===== config.mk =====
export PLATFORM = sky130hd
export DESIGN_NAME = ofdm_frame_sync_ctrl
export DESIGN_NICKNAME = d
export VERILOG_FILES = /design/src/rtl/ofdm_frame_sync_ctrl.sv
export SDC_FILE = /design/constraint.sdc
export NUM_CORES = 1
export LEC_CHECK = 0
export ABC_CLOCK_PERIOD_IN_PS = 2620
export BUFFER_PORTS_ARGS = -buffer_cell sky130_fd_sc_hd__buf_4
export CORE_UTILIZATION = 45
export CTS_CLUSTER_DIAMETER = 100
export DETAILED_ROUTE_END_ITERATION = 16
export PLACE_DENSITY_LB_ADDON = 0.2
export SETUP_SLACK_MARGIN = 0.05
export SYNTH_ARGS = -nofsm -noshare
export SYNTH_HDL_FRONTEND = slang
export SYNTH_SLANG_ARGS = --single-unit

===== constraint.sdc =====
create_clock -name clk -period 2.62 [get_ports clk]
set_input_delay 0.524 -clock clk [delete_from_list [all_inputs] [get_ports clk]]
set_output_delay 0.524 -clock clk [all_outputs]
set_load 0.01 [all_outputs]

===== src/rtl/ofdm_frame_sync_ctrl.sv =====
// ============================================================================
// ofdm_frame_sync_ctrl
//
// Frame-level sequencer for an OFDM receiver. It waits for a preamble-A hit,
// then for a preamble-B hit that lands AB_MIN..AB_MAX qualified samples after
// A. After that it opens a data window of N_SYM symbols and tags every data
// sample with its symbol and useful-sample index for the FFT/demapper.
//
// Build option: define OFDM_FRAME_CP_STRIP_EN to make each symbol
// CP_LEN + SYM_LEN samples long. The cyclic-prefix samples are counted but not
// flagged. With the macro undefined, every DATA sample is a useful sample.
//
// Ports
//   clk               : clock
//   reset             : synchronous, active-low reset
//   en                : block enable (freezes state and counters when low)
//   valid             : input sample strobe
//   find_preamble_a   : preamble A hit, aligned with valid
//   find_preamble_b   : preamble B hit, aligned with valid
//   o_flaf_wayt_data  : high while waiting for preamble A
//   o_frame_start     : one-cycle pulse after the accepted B sample
//   o_data_valid      : current sample is a (useful) frame data sample
//   o_sym_idx         : data symbol index, valid with o_data_valid
//   o_smp_idx         : useful-sample index, valid with o_data_valid
//   o_frame_done      : one-cycle pulse with the last data sample
//   o_err_timeout     : one-cycle pulse when the B window expires
//
// All outputs are registered: they reflect the qualified sample of the
// previous clock.
// ============================================================================
module ofdm_frame_sync_ctrl #(
    parameter int SYM_LEN = 64,
    parameter int CP_LEN  = 16,
    parameter int N_SYM   = 8,
    parameter int AB_MIN  = 60,
    parameter int AB_MAX  = 68
) (
    input  logic       clk,
    input  logic       reset,
    input  logic       en,
    input  logic       valid,
    input  logic       find_preamble_a,
    input  logic       find_preamble_b,
    output logic       o_flaf_wayt_data,
    output logic       o_frame_start,
    output logic       o_data_valid,
    output logic [7:0] o_sym_idx,
    output logic [7:0] o_smp_idx,
    output logic       o_frame_done,
    output logic       o_err_timeout
);

`ifdef OFDM_FRAME_CP_STRIP_EN
    localparam int PERIOD = CP_LEN + SYM_LEN;
`else
    localparam int PERIOD = SYM_LEN;
`endif

    // The position counter is sized for the longer (CP-stripping) symbol so
    // both builds share one counter width.
    localparam int              POS_W    = $clog2(SYM_LEN + CP_LEN + 1);
    localparam logic [POS_W-1:0] POS_LAST = POS_W'(PERIOD - 1);
`ifdef OFDM_FRAME_CP_STRIP_EN
    localparam logic [POS_W-1:0] CP_POS   = POS_W'(CP_LEN);
`endif
    localparam logic [7:0]      SYM_LAST = 8'(N_SYM - 1);
    localparam logic [7:0]      K_MIN    = 8'(AB_MIN);
    localparam logic [7:0]      K_MAX    = 8'(AB_MAX);

    typedef enum logic [1:0] {
        WAIT_A,
        WAIT_B,
        DATA
    } state_t;

    state_t           state_reg, state_next;
    logic [7:0]       gap_reg, gap_next;
    logic [POS_W-1:0] pos_reg, pos_next;
    logic [7:0]       sym_reg, sym_next;

    logic             flag_reg, flag_next;
    logic             start_reg, start_next;
    logic             dv_reg, dv_next;
    logic [7:0]       sym_idx_reg, sym_idx_next;
    logic [7:0]       smp_idx_reg, smp_idx_next;
    logic             done_reg, done_next;
    logic             timeout_reg, timeout_next;

    logic             q;
    logic [7:0]       k;

    assign q = valid & en;
    // Distance of the current sample from the anchoring A hit.
    assign k = gap_reg + 8'd1;

    always_comb begin
        state_next   = state_reg;
        gap_next     = gap_reg;
        pos_next     = pos_reg;
        sym_next     = sym_reg;
        start_next   = 1'b0;
        dv_next      = 1'b0;
        done_next    = 1'b0;
        timeout_next = 1'b0;
        sym_idx_next = sym_idx_reg;
        smp_idx_next = smp_idx_reg;

        if (q) begin
            unique case (state_reg)
                WAIT_A: begin
                    if (find_preamble_a) begin
                        state_next = WAIT_B;
                        gap_next   = 8'd0;
                    end
                end
                WAIT_B: begin
                    // In-window B has priority over a re-anchoring A.
                    if (find_preamble_b && (k >= K_MIN) && (k <= K_MAX)) begin
                        state_next = DATA;
                        start_next = 1'b1;
                        pos_next   = '0;
                        sym_next   = 8'd0;
                    end else if (find_preamble_a) begin
                        gap_next = 8'd0;
                    end else if (k == K_MAX) begin
                        state_next   = WAIT_A;
                        timeout_next = 1'b1;
                    end else begin
                        gap_next = k;
                    end
                end
                DATA: begin
`ifdef OFDM_FRAME_CP_STRIP_EN
                    if (pos_reg >= CP_POS) begin
                        dv_next      = 1'b1;
                        sym_idx_next = sym_reg;
                        smp_idx_next = 8'(pos_reg - CP_POS);
                    end
`else
                    dv_next      = 1'b1;
                    sym_idx_next = sym_reg;
                    smp_idx_next = 8'(pos_reg);
`endif
                    if (pos_reg == POS_LAST) begin
                        pos_next = '0;
                        if (sym_reg == SYM_LAST) begin
                            done_next  = 1'b1;
                            sym_next   = 8'd0;
                            state_next = WAIT_A;
                        end else begin
                            sym_next = sym_reg + 8'd1;
                        end
                    end else begin
                        pos_next = pos_reg + 1'b1;
                    end
                end
                default: state_next = WAIT_A;
            endcase
        end

        flag_next = (state_next == WAIT_A);
    end

    always_ff @(posedge clk) begin
        if (!reset) begin
            state_reg   <= WAIT_A;
            gap_reg     <= 8'd0;
            pos_reg     <= '0;
            sym_reg     <= 8'd0;
            flag_reg    <= 1'b1;
            start_reg   <= 1'b0;
            dv_reg      <= 1'b0;
            sym_idx_reg <= 8'd0;
            smp_idx_reg <= 8'd0;
            done_reg    <= 1'b0;
            timeout_reg <= 1'b0;
        end else begin
            state_reg   <= state_next;
            gap_reg     <= gap_next;
            pos_reg     <= pos_next;
            sym_reg     <= sym_next;
            flag_reg    <= flag_next;
            start_reg   <= start_next;
            dv_reg      <= dv_next;
            sym_idx_reg <= sym_idx_next;
            smp_idx_reg <= smp_idx_next;
            done_reg    <= done_next;
            timeout_reg <= timeout_next;
        end
    end

    assign o_flaf_wayt_data = flag_reg;
    assign o_frame_start    = start_reg;
    assign o_data_valid     = dv_reg;
    assign o_sym_idx        = sym_idx_reg;
    assign o_smp_idx        = smp_idx_reg;
    assign o_frame_done     = done_reg;
    assign o_err_timeout    = timeout_reg;

endmodule


==> results.cfg <==
[outcome]
outcome = completed

[clock_network]
post_cts_buffers = 0
cts_max_path_buffers = 2
cts.sinks = 45
h-tree-depth = 2
path_clk_slew_ns = 0.09
clk_latency_ns = 0.30
numCtsBuffers = 5
cts_tree = built
cts-root-buf = clkbuf_8

[sta]
finalSetupViolations = 0
fin_setup_tns_ns = 0
hold_viol_final = 0
max_freq_ghz = 0.4272
slew_viol_final = 0
fin_crit_sh_pct = 89.34
rsz0062_at_grt = no
fin_skew_ns = 0.006362
period_minus_slack_ns = 2.341

[grt]
antenna_found_initial = 0
track_usage_pct = 20.50
grt_pass1_wl_um = 8914
gr-total-overflow = 0
grt_pass1_vias = 1882
grt_max_degree = 27

[finish]
antennaDiodeCount = 0
multi_input_comb_area_um2 = 1376
final-seq-area_um2 = 902.1
post-route-util_pct = 52.94
nets = 320
fillCellCount = 520
drive_above_1_share_pct = 20.83
areaGrowthSynthToFinish_pct = 13.08

[pwr]
vdd_drop_max_mv = 0.2365
powerDensity_nw_per_um2 = 433.4
p_leak_nw = 0.9625

[critical_path]
slowest_stage = dfxtp_1
max_stage_delay_ns = 0.61
cp.arrival_ns = 2.55
crit_chain = and3_1 -> a31oi_1 -> o211ai_1 -> a21oi_4 -> or3_4 -> o41ai_2
path_class = reg2reg
worst_setup_path_start_kind = register
cp.required_ns = 2.83
end_kind = register
crit_path_max_fanout = 15

[floorplanning]
die_w_um = 74.90
die_h_um = 74.90
rows = 26
ios = 27
core-area_um2 = 5107
start_util_pct = 46.82
dieArea_um2 = 5609

[detailed_routing]
detail-route-antenna-nets = 0
dr.pass1.iters = 4
route.detailed.drc = 0
post_drt_via_cell_ratio = 5.707
totalWireLength_um = 5385
drt-wirelength-per-cell_um = 14.10
dr.first_iter.drc_count = 132
via_count = 2180

[yosys]
yosysWarningCount = 0
synth.most_common_cell = nand2_1
synth.top_cells.by_area = dfxtp_1, nand2_1, a21oi_1, nor2_1, o21ai_0
synthCells = 291
synthDistinctLibCells = 67
yosysSeqAreaShare_pct = 37.68
ys.flop_type = dfxtp_1
async_flop_share_pct = 0
syn_nets = 300
ys_ff_latch = 45
synth_top_cell_by_area = dfxtp_1
yosysTopAreaCellShare_pct = 37.68
synth.avg_cell_area_um2 = 8.217
synth_edf_count = 0
synthTopCellsByCount = nand2_1, dfxtp_1, a21oi_1
syn-cell-area_um2 = 2391

[placement]
dp_hpwl_um = 3783
io_buffer_count = 25
place.gp.congestion = 0.8828

[run]
maxCapViolations = 0

[min_path]
holdCritPathClass = in2reg
-- worst max-delay path, delay by kind of cell, from the launching register on --
| kind | cells | cell delay (ns) |
|---|---|---|
| AND/OR/NAND/NOR | 2 | 0.72 |
| AO/OA/AOI/OAI | 4 | 0.92 |
| flip-flops | 1 | 0.61 |
-- where the power goes --
| part | total [mW] | internal, mW | switching (mW) | leakage [nW] |
|---|---|---|---|---|
| logic | 0.0444 | 0.0135 | 0.0308 | 0.555 |
| registers | 0.687 | 0.685 | 0.00161 | 0.363 |
| clock network | 0.441 | 0.189 | 0.251 | 0.0445 |
| total | 1.17 | 0.888 | 0.284 | 0.962 |
-- stage by stage --
step | hold WS [ns] | std cells | power, mW | cell area [um2] | setup WS [ns]
2_1_floorplan | 0.4449 | 291 | 0.7341 | 2391 | 0.4473
3_3_place_gp | 0.4450 | 374 | 0.7467 | 2592 | 0.2067
3_5_place_dp | 0.4500 | 374 | 0.7469 | 2592 | 0.07309
4_1_cts | 0.4116 | 382 | 1.182 | 2683 | 0.05158
5_1_grt | 0.4186 | 382 | 1.213 | 2704 | 0.09518
6_report | 0.4171 | 382 | 1.172 | 2704 | 0.2793
-- layer usage --
layer	global-route usage [%]	share of wire [%]
met1	27.47	49
met2	33.93	46
met3	4.016	3.7
met4	5.031	1.1
met5	0	0
-- kinds of logic after synthesis --
logic type	after synthesis	share of synthesized area, %
and+or+nand+nor	134	29.72
AOI/OAI and AO/OA	84	24.49
DFF	45	37.68
buffers and inverters	22	5.599
adders and majority gates	3	1.570
other	1	0.1568
xor gates and xnor gates	1	0.3664
muxes	1	0.4186
-- layout by cell type (no fill, tap or decap), drive strengths merged, types with 6 or more instances in the layout --
master   n
or4      6
dfxtp   45
nand2   60
nor2    21
buf     31
nand3   10
o21ai   20
a21oi   28
-- area by class of cell --
| class | count | area share [%] |
|---|---|---|
| Clock inverter | 3 | 0.7867 |
| Tap cell | 70 | 3.239 |
| Multi-Input combinational cell | 224 | 50.90 |
| Timing Repair Buffer | 31 | 8.607 |
| Sequential cell | 45 | 33.36 |
| Clock buffer | 5 | 2.545 |
| Inverter | 4 | 0.5553 |
-- repair_timing --
action,4_1_cts,5_1_grt
hold endpoints to repair,0,0
gates resized for setup,0,4
endpoints found under the setup margin,0,25
hold buffers,0,0
-- worst paths after layout --
kind | from | cells after the start | slack [ns] | endpoint
worst max-delay path | gap_reg[3] | 6 | 0.28 | gap_reg[3]
worst max register to register | gap_reg[3] | 6 | 0.28 | gap_reg[3]
worst min-delay path | find_preamble_b | 2 | 0.42 | o_err_timeout
worst min register to register | o_sym_idx[3] | 2 | 0.46 | o_sym_idx[3]
Note: power is estimated with default switching activity, not from simulation.
